<file path="src/rtl/product_accumulator.sv">
// Sums N_TERMS consecutive signed products and presents each sum on a valid/ready output register.
// Build option ACC_SATURATE_EN: overflowing adds clamp to the signed limits instead of wrapping.
module product_accumulator #(
  parameter int WIDTH_IN  = 18,
  parameter int N_TERMS   = 8,
  parameter int WIDTH_ACC = 24
) (
  input  logic                 clk,
  input  logic                 rst_n,
  input  logic                 in_valid,
  input  logic [WIDTH_IN-1:0]  in_product,
  output logic                 in_ready,
  input  logic                 clear,
  output logic                 out_valid,
  input  logic                 out_ready,
  output logic [WIDTH_ACC-1:0] out_sum,
  output logic                 out_ovf,
  output logic                 busy
);

  localparam int CNT_W = $clog2(N_TERMS);
  localparam logic [CNT_W-1:0]     LAST_CNT = CNT_W'(N_TERMS - 1);
  localparam logic [WIDTH_ACC-1:0] ACC_MAX  = {1'b0, {(WIDTH_ACC-1){1'b1}}};
  localparam logic [WIDTH_ACC-1:0] ACC_MIN  = {1'b1, {(WIDTH_ACC-1){1'b0}}};

  // Signed overflow: operands share a sign and the result sign differs.
  function automatic logic add_overflows(input logic [WIDTH_ACC-1:0] a,
                                         input logic [WIDTH_ACC-1:0] b,
                                         input logic [WIDTH_ACC-1:0] s);
    return (a[WIDTH_ACC-1] == b[WIDTH_ACC-1]) && (s[WIDTH_ACC-1] != a[WIDTH_ACC-1]);
  endfunction

  logic [CNT_W-1:0]     cnt_q, cnt_d;
  logic [WIDTH_ACC-1:0] acc_q, acc_d;
  logic                 ovf_acc_q, ovf_acc_d;
  logic                 out_valid_q, out_valid_d;
  logic [WIDTH_ACC-1:0] out_sum_q, out_sum_d;
  logic                 out_ovf_q, out_ovf_d;

  logic [WIDTH_ACC-1:0] term_s, raw_sum_s, add_sum_s;
  logic                 add_ovf_s, last_s, accept_s;

  assign term_s    = WIDTH_ACC'($signed(in_product));
  assign raw_sum_s = acc_q + term_s;
  assign add_ovf_s = add_overflows(acc_q, term_s, raw_sum_s);
  assign last_s    = (cnt_q == LAST_CNT);

  // Only the final term can stall: it must not overwrite a result still waiting for the consumer.
  assign in_ready  = !clear && !(last_s && out_valid_q && !out_ready);
  assign accept_s  = in_valid && in_ready;

  // Adder result after the overflow policy of this build.
  always_comb begin
    add_sum_s = raw_sum_s;
`ifdef ACC_SATURATE_EN
    if (add_ovf_s) begin
      add_sum_s = acc_q[WIDTH_ACC-1] ? ACC_MIN : ACC_MAX;
    end else begin
      add_sum_s = raw_sum_s;
    end
`else
    add_sum_s = raw_sum_s;
`endif
  end

  // Next-state for the partial sum and the output register.
  always_comb begin
    cnt_d       = cnt_q;
    acc_d       = acc_q;
    ovf_acc_d   = ovf_acc_q;
    out_valid_d = out_valid_q;
    out_sum_d   = out_sum_q;
    out_ovf_d   = out_ovf_q;

    if (clear) begin
      cnt_d     = '0;
      acc_d     = '0;
      ovf_acc_d = 1'b0;
    end else if (accept_s) begin
      if (cnt_q == '0) begin
        acc_d     = term_s;
        ovf_acc_d = 1'b0;
        cnt_d     = CNT_W'(1);
      end else if (last_s) begin
        acc_d     = '0;
        ovf_acc_d = 1'b0;
        cnt_d     = '0;
      end else begin
        acc_d     = add_sum_s;
        ovf_acc_d = ovf_acc_q | add_ovf_s;
        cnt_d     = cnt_q + CNT_W'(1);
      end
    end else begin
      cnt_d = cnt_q;
    end

    // A final term arriving on the consumer handshake reloads the register and keeps it valid.
    if (accept_s && last_s) begin
      out_valid_d = 1'b1;
      out_sum_d   = add_sum_s;
      out_ovf_d   = ovf_acc_q | add_ovf_s;
    end else if (out_valid_q && out_ready) begin
      out_valid_d = 1'b0;
    end else begin
      out_valid_d = out_valid_q;
    end
  end

  // State registers.
  always_ff @(posedge clk or negedge rst_n) begin
    if (!rst_n) begin
      cnt_q       <= '0;
      acc_q       <= '0;
      ovf_acc_q   <= 1'b0;
      out_valid_q <= 1'b0;
      out_sum_q   <= '0;
      out_ovf_q   <= 1'b0;
    end else begin
      cnt_q       <= cnt_d;
      acc_q       <= acc_d;
      ovf_acc_q   <= ovf_acc_d;
      out_valid_q <= out_valid_d;
      out_sum_q   <= out_sum_d;
      out_ovf_q   <= out_ovf_d;
    end
  end

  assign out_valid = out_valid_q;
  assign out_sum   = out_sum_q;
  assign out_ovf   = out_ovf_q;
  assign busy      = (cnt_q != '0);

endmodule

</file>
<file path="config.mk">
export PLATFORM = sky130hd
export DESIGN_NAME = product_accumulator
export DESIGN_NICKNAME = d
export VERILOG_FILES = /design/src/rtl/product_accumulator.sv
export SDC_FILE = /design/constraint.sdc
export NUM_CORES = 1
export LEC_CHECK = 0
export ABC_CLOCK_PERIOD_IN_PS = 2900
export CORE_MARGIN = 2
export CORE_UTILIZATION = 45
export DETAILED_ROUTE_END_ITERATION = 8
export PLACE_DENSITY = 0.68
export SYNTH_ARGS = -nofsm -noshare
export SYNTH_HDL_FRONTEND = slang
export SYNTH_SLANG_ARGS = --single-unit
export TNS_END_PERCENT = 5
</file>
<file path="constraint.sdc">
create_clock -name clk -period 2.9 [get_ports clk]
set_input_delay 0.435 -clock clk [delete_from_list [all_inputs] [get_ports clk]]
set_output_delay 0.435 -clock clk [all_outputs]
set_load 0.01 [all_outputs]
</file>
==> results of run 1 <==
==> kinds of logic after synthesis <==
group | share of synthesized area, %
fa+ha+maj | 10.3
buf+inv | 3.41
xor+xnor | 4.72
mux | 5.32
compound gates | 24.1
flops | 40.4
simple gates | 11.6
==> metal layers <==
layer | wire [um] | track usage, % | up-vias
met2 | 3670 | 33.3 | 69
li1 | - | - | 1404
met1 | 3840 | 28.3 | 1375
met5 | 0 | 0 | -
met3 | 332 | 2.18 | 7
met4 | 92 | 5.26 | 0
==> per-stage QoR <==
| step | total power [mW] | cell area, um^2 |
|---|---|---|
| after floorplan | 1.24 | 3340 |
| after global placement | 1.44 | 4090 |
| after detailed placement | 1.45 | 4090 |
| after CTS | 1.98 | 4210 |
| after global routing | 2.08 | 4210 |
| final | 1.97 | 4210 |
==> registers in the layout (all words and copies together), names as in the netlist <==
signal,flops
acc_q,24
out_ovf,1
cnt_q,3
ovf_acc_q,1
out_sum,24
out_valid,1
==> timing repair <==
item / CTS / global route
hold buffers: 1 / 0
gates resized for setup: 0 / 0
endpoints found under the hold margin: 1 / 0
==> area by class of cell <==
| cell class | count | area, um^2 |
|---|---|---|
| inverter | 18 | 67.6 |
| clock buffer | 6 | 82.6 |
| fill | 661 | 3000 |
| multi-input combinational | 258 | 1880 |
| sequential | 54 | 1350 |
| tap | 99 | 124 |
| clock inverter | 1 | 30.0 |
| timing repair buffer | 74 | 678 |
==> placed cells by master, fill, tap and decap left out, types with 3 or more instances in the layout <==
cell             instances
xor2_1                   8
and2_1                   9
nor3_1                   7
xnor2_1                 10
nand2b_1                 3
buf_4                   23
nand4_1                  4
clkdlybuf4s50_1         49
clkbuf_8                 6
a21o_1                   9
dfrtp_1                 54
a221o_1                  6
nand2_1                 24
a22oi_1                 10
a211oi_1                 3
and3_1                   4
mux2_2                  12
nand3b_1                 3
ha_1                    26
o21a_1                   5
nor2_1                  20
a222oi_1                 7
a21oi_1                 20
inv_1                   18
o21ai_0                 34
==> worst max-delay path by stage <==
stage	cells past startpoint	to	from	slack [ns]
after floorplan	8	acc_q[23]$_DFFE_PN0P_	in_product[1]	0.46
after global placement	11	acc_q[22]$_DFFE_PN0P_	in_product[0]	-0.13
after detailed placement	11	acc_q[20]$_DFFE_PN0P_	in_product[0]	-0.14
after CTS	11	acc_q[22]$_DFFE_PN0P_	in_product[0]	0.19
after global routing	11	acc_q[22]$_DFFE_PN0P_	in_product[0]	0.04
final	11	acc_q[22]$_DFFE_PN0P_	in_product[0]	0.15
==> power groups by stage <==
stage          clock, mW  sequential [mW]  combinational (mW)
3_3_place_gp           0            0.834               0.605
6_report           0.520            0.822               0.623
5_1_grt            0.560            0.827               0.694
4_1_cts            0.540            0.822               0.621
2_1_floorplan          0            0.829               0.415
3_5_place_dp           0            0.836               0.614
==> flow_metrics.tcl, run 1 <==
set metrics [dict create \
    status "finished, final reports clean" \
    antenna_found_initial 0 \
    synth_edf_count 0 \
    port_buffers 50 \
    viasPerCell 5.60 \
    setup_violations 0 \
    syn_inst 342 \
    hold_path.class "in -> async" \
    start_kind "input port" \
    synthArstFlopShare_pct 100 \
    routedWlPerCell_um 15.6 \
    seqPwrFrac_pct 41.8 \
    synth_largest_area_cell "dfrtp_1" \
    yosysWarnings 0 \
    grt_pass1_vias 2838 \
    drv_cap 0 \
    grt_usage_pct 20.1 \
    die_y_um 90.2 \
    cts_buffers 5 \
    clock_skew_ns 0.00929 \
    clock_path_buffers 2 \
    clock-root-buffer "clkbuf_8" \
    clk_pin_slew_ns 0.09 \
    syn-cell-area_um2 3340 \
    holdWs_ns 0.438 \
    finalSetupTns_ns 0 \
    gr-total-overflow 0 \
    fin_cells 510 \
    dieWidth_um 90.2 \
    finalCritPeriodShare_pct 94.7 \
    fin_nets 461 \
    critical-path-top-delay-family "compound AO/OA/AOI/OAI gates" \
    slew_headroom_pct 67.4 \
    cp_data_arrival_time_ns 2.94 \
    wl_mm 7.94 \
    die_area_um2 8130 \
    initial_core_util_pct 46.3 \
    critical_path_class "in -> reg" \
    slew_viol_final 0 \
    rr_worst_depth 10 \
    utilization_pct 58.4 \
    p_comb_share_pct 31.7 \
    tightest_slew_ns 0.489 \
    p_leak_nw 2.02 \
    reg2reg_to "acc_q[22]$_DFFE_PN0P_" \
    cp-end-kind "flip-flop" \
    place_inst 502 \
    synth_top_area_share_pct 40.4 \
    netlist_top_cells_count "dfrtp_1 (54), o21ai_0 (34), ha_1 (26)" \
    ys_types 48 \
    yosysMostFrequentCell "dfrtp_1" \
    p_clk_share_pct 26.5 \
    vias 2855 \
    dr.pass1.iters 6 \
    r2r_setup_slack_ns 0.35 \
    grt_max_degree 29 \
    critPathBufInv 2 \
    power_density_nw_per_um2 466 \
    netlist_top_cells_area "dfrtp_1 (40%), ha_1 (9.7%), o21ai_0 (5.1%)" \
    place_congestion 0.901 \
    syn_avg_cell_area_um2 9.77 \
    cts.sinks 54 \
    coreArea_um2 7210 \
    rsz0062_at_grt "false" \
    cts_tree "done" \
    switching_power_mw 0.612 \
    syn_to_final_growth_pct 26.1 \
    crit_required_ns 3.09 \
    row_count 31 \
    crit_slowest_cell "clkdlybuf4s50_1" \
    initialDrtViolationCount 146 \
    cp_cell_sequence "clkdlybuf4s50_1, ha_1, inv_1, fa_1, nor2b_1, o31a_1, o311ai_1, a41oi_1, a21oi_1, xnor2_1, a221o_1" \
    cts_setup_buffers 0 \
    h-tree-depth 2 \
    clock_latency_ns 0.31 \
    post-dp-hpwl_mm 5.92 \
    grt_pass1_wl_mm 13.6 \
    cp_max_fo 3 \
    io_pins 51 \
    drt_drc_violations_left 0 \
    switching_share_pct 31.1 \
    syn_nets 392 \
    finalCriticalPeriod_ns 2.75 \
    seq_area_frac_synth_pct 40.4 \
    drive_gt1_share_pct 11.7 \
    max_stage_delay_ns 0.49 \
    intPower_mw 1.35 \
    dp_slack_ns -0.142 \
    r2r-start "acc_q[0]$_DFFE_PN0P_" \
    n_antenna_cell 0 \
    max_freq_mhz 364 \
    ant_nets 0 \
    setup_slack_ns 0.154 \
    synth-main-ff-cell "dfrtp_1" \
    ir_worst_vdd_mv 0.228 \
    hold_violations 0 \
    ys_seq_elements 54 \
]
No activity file was read; power rests on OpenSTA's default activity.
==> run 2: changes to the inputs <==
Settings changed: CORE_MARGIN 2 to default.
==> flow_metrics.tcl, run 2 (synthesis gave the netlist of run 1 again) <==
set metrics [dict create \
    drv_cap 0 \
    port_buffers 50 \
    cts_buffers 5 \
    setup_violations 0 \
    switching_share_pct 30.4 \
    grt_pass1_wl_mm 13.4 \
    clock_latency_ns 0.31 \
    dpl_cell_area_um2 4100 \
    gr-total-overflow 0 \
    finalCritPeriodShare_pct 94.7 \
    h-tree-depth 2 \
    cp_max_fo 3 \
    initialDrtViolationCount 176 \
    cts.sinks 54 \
    clock_skew_ns 0.00468 \
    antenna_found_initial 0 \
    hold_violations 0 \
    max_freq_mhz 364 \
    seqPwrFrac_pct 40.2 \
    coreArea_um2 7210 \
    syn_to_final_growth_pct 27.1 \
    cp_data_arrival_time_ns 2.95 \
    cts_hold_buf 0 \
    finalSetupTns_ns 0 \
    slew_viol_final 0 \
    place_congestion 0.940 \
    hold_path.class "in -> async" \
    finalCriticalPeriod_ns 2.75 \
    crit_required_ns 3.10 \
    io_pins 51 \
    p_clk_share_pct 29.4 \
    dieWidth_um 88.2 \
    drive_gt1_share_pct 12.2 \
    viasPerCell 5.58 \
    cts_tree "done" \
    clock-root-buffer "clkbuf_8" \
    grt_pass1_vias 2791 \
    switching_power_mw 0.622 \
    drt_drc_violations_left 0 \
    dr.pass1.iters 6 \
    critical_path_class "in -> reg" \
    vias 2845 \
    routedWlPerCell_um 15.4 \
    utilization_pct 58.9 \
    clock_path_buffers 2 \
    grt_max_degree 29 \
    wl_mm 7.85 \
    intPower_mw 1.42 \
    p_leak_nw 2.02 \
    cp-end-kind "flip-flop" \
    grt_usage_pct 22.1 \
    row_count 31 \
    n_antenna_cell 0 \
    start_kind "input port" \
    p_comb_share_pct 30.5 \
    post-route-cell-area_um2 4250 \
    slew_headroom_pct 53.2 \
    post-dp-hpwl_mm 5.85 \
    layout_commonest_cell "dfrtp_1" \
    ir_worst_vdd_mv 0.225 \
    holdWs_ns 0.162 \
    fin_nets 460 \
    ant_nets 0 \
    clk_pin_slew_ns 0.10 \
    rsz0062_at_grt "false" \
    final_cell_mix "dfrtp_1 (54), clkdlybuf4s50_1 (49), o21ai_0 (34)" \
    tightest_slew_ns 0.702 \
    die_area_um2 7770 \
    status "finished, final reports clean" \
    power_density_nw_per_um2 481 \
    initial_core_util_pct 46.3 \
    die_y_um 88.2 \
]
## run 2: timing repair
item	CTS	global route
setup endpoints to repair	0	1
resized for setup	0	1
setup buffers	0	0
## run 2: area by class of cell
cell class / count / area, um^2
clock buffers: 5 / 68.8
clock inverters: 3 / 68.8
fillers: 654 / 2970
inverters: 18 / 67.6
multi-input cells: 258 / 1890
flip-flops and latches: 54 / 1350
well taps: 99 / 124
repair buffers: 73 / 681
## run 2: worst paths after layout
| check | from | endpoint | slack [ns] | depth (start not counted) |
|---|---|---|---|---|
| min in group clk | out_sum[13]$_DFFE_PN0P_ | out_sum[13]$_DFFE_PN0P_ | 0.48 | 2 |
| setup / recovery | in_product[0] | acc_q[20]$_DFFE_PN0P_ | 0.15 | 11 |
| hold reg to reg | out_sum[13]$_DFFE_PN0P_ | out_sum[13]$_DFFE_PN0P_ | 0.48 | 2 |
| hold / removal | rst_n | out_valid$_DFFE_PN0P_ | 0.16 | 1 |
| setup reg to reg | acc_q[1]$_DFFE_PN0P_ | acc_q[23]$_DFFE_PN0P_ | 0.39 | 8 |
| max in group asynchronous | rst_n | out_sum[7]$_DFFE_PN0P_ | 2.15 | 2 |
## run 2: power groups by stage
| stage | clock, mW | combinational [mW] | sequential (mW) |
|---|---|---|---|
| floorplan | 0 | 0.415 | 0.829 |
| global placement | 0 | 0.608 | 0.834 |
| detailed placement | 0 | 0.617 | 0.836 |
| CTS | 0.621 | 0.622 | 0.821 |
| global route | 0.646 | 0.699 | 0.828 |
| finish | 0.601 | 0.623 | 0.822 |
## run 2: metrics by stage
stage / setup slack [ns] / cells / power (mW)
finish: 0.154 / 510 / 2.05
global placement: -0.137 / 502 / 1.44
CTS: 0.163 / 510 / 2.06
global route: 0.00955 / 510 / 2.17
detailed placement: -0.174 / 502 / 1.45
floorplan: 0.458 / 342 / 1.24
## run 2: metal layers
layer  track usage (%)  vias up  wire, um  share of wire [%]
li1                  -     1396         -                  -
met1              31.1     1371      3820                 49
met3              3.30        4       367                4.7
met5                 0        -         0                  0
met2              36.3       74      3620                 46
met4              4.40        0        51               0.65
## run 2: critical path, cell delays in order
cell and delay, ns:
clkdlybuf4s50_1 0.49, ha_1 0.18, inv_1 0.06, fa_1 0.40, nor2b_1 0.16, o31a_1 0.22, o311ai_2 0.12, and2_1 0.21
a41o_1 0.22, xnor2_1 0.14, a221o_1 0.32
==> run 3: changes to the inputs <==
Settings changed: CORE_MARGIN from default to 2, SLEW_MARGIN from default to 20.
==> results of run 3 <==
Final layout, timing and power as in run 1 (identical DEF).
==> RTL change 1: new RTL, config.mk and constraints of run 1 <==
Change the parameter `N_TERMS` from 8 to 4.
--- a/src/rtl/product_accumulator.sv
+++ b/src/rtl/product_accumulator.sv
@@ -2,7 +2,7 @@
 // Build option ACC_SATURATE_EN: overflowing adds clamp to the signed limits instead of wrapping.
 module product_accumulator #(
   parameter int WIDTH_IN  = 18,
-  parameter int N_TERMS   = 8,
+  parameter int N_TERMS   = 4,
   parameter int WIDTH_ACC = 24
 ) (
   input  logic                 clk,
Behaviour: not the same (Yosys sat finds a counterexample within 10 cycles, from zero or initial values and one cycle with rst_n low).
==> RTL change 1 against run 1 <==
- wire length grew 3.9%
- total power is 31% higher
- first-iteration DRC count up 2.1%
- clock skew rose by 0.0067 ns
- die area increased by 1.7%
- combinational power increased by 73%
- setup slack improved by 0.0064 ns
- final area increased by 5.2%
- sequential cell count decreased by 1
- synthesized area up 1.8%
- largest power group is now combinational cells
==> RTL change 1: results (changes against run 1) <==
INFO  power_and_ir_drop leakagePower=2.10nW [+4.3%]
INFO  routing        vias_per_cell=5.37 [-4.1%]
INFO  routing        route.final.wire_length=8250microns [+3.9%]
INFO  synthesis      synth_seq_area_share=0.390 [-0.0145]
INFO  power_and_ir_drop max-vdd-ir-drop=0.000356V [+56%]
INFO  global_routing gr-usage-met3=0.0415 [+0.0197]
INFO  routing        met2_wirelength=3820microns [+3.9%]
INFO  setup_path     worst_r2r_path_depth=9 [-1]
INFO  global_routing first_global_vias=3,050 [+7.5%]
INFO  outcome        run_status=finished clean
INFO  setup_path     cp_slowest_stage_delay=0.46ns [-0.03 ns]
INFO  routing        drt-wirelength-per-cell=15.0microns [-3.6%]
INFO  synthesis      ys_top_cells_by_count=53 x dfrtp_1, 40 x o21ai_0, 37 x nand2_1
INFO  setup_path     crit_path_max_fanout=4 [+1]
INFO  place          dpl.hpwl=6120microns [+3.4%]
INFO  global_routing grt_first_pass_wirelength=14,300microns [+5.2%]
INFO  synthesis      netlist_top_cells_area=dfrtp_1 39%, ha_1 9.6%, o21ai_0 5.9%
INFO  clock_network  clock_slew_at_the_register_clock_pins_of_the_worst_setup_and_hold_paths=0.11ns [+0.02 ns]
INFO  timing         finalClockSkew=0.0160ns [+0.00667 ns]
INFO  synthesis      synthDistinctLibCells=50 [+4.2%]
INFO  timing         min_period_over_period=0.945 [-0.00221]
INFO  global_routing grt_max_degree=54 [+86%]
INFO  layout         final_layout_size_suffix_gt1_frac=0.171 [+0.0539]
INFO  routing        detail_route.wirelength.met1=3930microns [+2.4%]
INFO  global_routing groute.usage.overall=0.210 [+0.00891]
INFO  layout         fin_nets=500 [+8.5%]
INFO  power_and_ir_drop power.share.combinational=0.420 [+0.103]
INFO  synthesis      syn-instance-count=364 [+6.4%]
INFO  clock_network  h-tree-depth=2 [unchanged]
INFO  power_and_ir_drop net-switching-power=0.000863W [+41%]
INFO  routing        first_pass_iters=8 [+2]
INFO  setup_path     regToRegStartpoint=acc_q[7]$_DFFE_PN0P_
INFO  setup_path     critical_path.endpoint=out_sum[23]$_DFFE_PN0P_
INFO  timing         worstMarginPinSlew=0.682ns [+0.193 ns]
INFO  place          gp_congestion=0.891 [-1.1%]
INFO  power_and_ir_drop power_density=579nW/um^2 [+24%]
INFO  synthesis      synth_nets=414 [+5.6%]
INFO  routing        detail_route.iter0.violations=149 [+2.1%]
INFO  setup_path     setup.worst_path.start=in_product[4]
INFO  place          pre_cts_ws=-0.178ns [-0.0359 ns]
INFO  power_and_ir_drop sequentialPower=0.000951W [+16%]
INFO  setup_path     worstPathArrival=2.95ns [about the same]
INFO  layout         areaGrowthSynthToFinish=30.3%
INFO  timing         holdWs=0.233ns [-0.205 ns]
INFO  global_routing groute.layer.met2.usage=0.340 [+0.00742]
INFO  place          placement.cell_area=4300squm [+5.1%]
INFO  global_routing use_met1=0.287 [+0.00345]
INFO  routing        met3WireLength=343microns [+3.3%]
## RTL change 1: changes by cell type after synthesis, moves of 5 or more
cell | run 1 | this run
nor2_1 | 20 | 27
xnor2_1 | 10 | 15
nand2_1 | 24 | 37
clkbuf_1 | 11 | 17
o21ai_0 | 34 | 40
and2_1 | 9 | 3
## RTL change 1: repair_timing
item                       in CTS  in global routing
setup buffers                   0                  0
setup endpoints to repair       0                  2
resized for setup               0                  3
## RTL change 1: cells by family after synthesis
family                     synth area share
xor gates and xnor gates             0.0541
DFF                                   0.390
buffers and inverters                0.0386
muxes                                0.0360
AOI/OAI and AO/OA                     0.257
adders and majority gates             0.102
and+or+nand+nor                       0.123
## RTL change 1: area by class of cell
cell class	count	area, sq um
clock inverter	3	50.0
tap	99	124
sequential	53	1330
fill	670	2860
inverter	15	56.3
multi-input combinational	278	1960
timing repair buffer	97	848
clock buffer	5	68.8
==> RTL change 2: new RTL, settings of run 1 <==
Without the edit above. Reset style: synchronous (`rst_n`), changed in one clocked block.
--- a/src/rtl/product_accumulator.sv
+++ b/src/rtl/product_accumulator.sv
@@ -107,7 +107,7 @@
   end
 
   // State registers.
-  always_ff @(posedge clk or negedge rst_n) begin
+  always_ff @(posedge clk) begin
     if (!rst_n) begin
       cnt_q       <= '0;
       acc_q       <= '0;
Formal check against the unedited RTL: differs if rst_n is asserted again (counterexample within 4 cycles, from zero or initial values and one cycle with rst_n low); with rst_n held inactive, the same outputs for 4 cycles.
==> RTL change 2 against run 1 <==
- synthesized area down 2.3%
- total power down 18%
- die area down 2.2%
- clock skew up 0.0012 ns
- wire length up 16%
- final area up 3.8%
- setup slack worse by 0.058 ns
- final cell count up 14%
- utilization up 2.9 points
- non-clock buffer count up 29
- global-route usage up 4.4 points
- sequential cell count unchanged
- critical path type unchanged
- highest routed layer unchanged
==> RTL change 2: results (changes against run 1) <==
INFO  layout         fill_cells=676 [+2.3%]
INFO  layout         multi_input_gates=312 [+21%]
INFO  synthesis      synth-xor-area-share=0.0590 [+0.0118]
INFO  synthesis      netlist_top_cells_area=dfxtp_1 33%, ha_1 10%, a21oi_1 6.3%
INFO  place          placed_cells=574 [+14%]
INFO  synthesis      synth_seq_area_share=0.331 [-0.0733]
INFO  global_routing groute.layer.met2.usage=0.397 [+0.0639]
INFO  synthesis      synthDistinctLibCells=51 [+6.3%]
INFO  layout         multi_input_comb_area=2130squm [+13%]
INFO  setup_path     cp_slowest_stage_delay=0.45ns [-0.04 ns]
INFO  power_and_ir_drop clock_net_power=0.000518W [about the same]
INFO  place          dpl.hpwl=6830microns [+15%]
INFO  routing        vias_per_cell=5.56 [-0.76%]
INFO  outcome        run_status=finished clean
INFO  synthesis      most_common_flop_cell_mapped_by_yosys=dfxtp_1
INFO  routing        detail_route.iter0.violations=173 [+18%]
INFO  routing        route.final.wire_length=9200microns [+16%]
INFO  layout         fin_nets=533 [+16%]
INFO  synthesis      synth-compound-area-share=0.255 [+0.0133]
INFO  timing         holdWs=0.459ns [+0.0204 ns]
INFO  synthesis      synthMuxAreaShare=0.0138 [-0.0394]
INFO  layout         nonClockBufferCount=103 [+39%]
INFO  power_and_ir_drop power.share.combinational=0.209 [-0.108]
INFO  global_routing groute.usage.overall=0.245 [+0.0436]
INFO  power_and_ir_drop clock_power_share=0.321 [+0.056]
INFO  power_and_ir_drop net-switching-power=0.000443W [-28%]
INFO  synthesis      synth_nets=450 [+15%]
INFO  global_routing grt_max_degree=27 [-6.9%]
INFO  global_routing grt_first_pass_wirelength=15,000microns [+11%]
INFO  setup_path     regToRegStartpoint=acc_q[4]$_SDFFE_PP0P_
INFO  synthesis      async_flop_share=0 [-1.00]
INFO  timing         setup_slack=0.0965ns [-0.0577 ns]
RTL change 2: cell count changes after synthesis, moves of 10 or more:
| cell | delta |
|---|---|
| nand2_1 | +19 |
| dfrtp_1 | -54 |
| o21ai_0 | -16 |
| a221oi_1 | +11 |
| mux2_2 | -12 |
| a21oi_1 | +20 |
| clkbuf_1 | +14 |
| dfxtp_1 | +54 |
| a22oi_1 | -10 |
| inv_1 | -11 |
RTL change 2: kinds of logic after synthesis:
kind of cell	after synthesis
XOR/XNOR	22
AO/OA/AOI/OAI	126
multiplexers	4
buffers and inverters	34
flip-flops	54
AND/OR/NAND/NOR	133
adder cells (fa/ha/maj)	27
RTL change 2: per-layer routing:
metal / part of all wire / up-vias
met4: 0.015 / 0
li1: - / 1616
met5: 0 / -
met3: 0.040 / 12
met2: 0.47 / 77
met1: 0.48 / 1534
RTL change 2: repair_timing:
action                     in CTS  in global routing
setup endpoints to repair       7                 18
setup buffers                   0                  1
resized for setup               4                 12
cloned                          0                  0
pin swaps                       3                  6
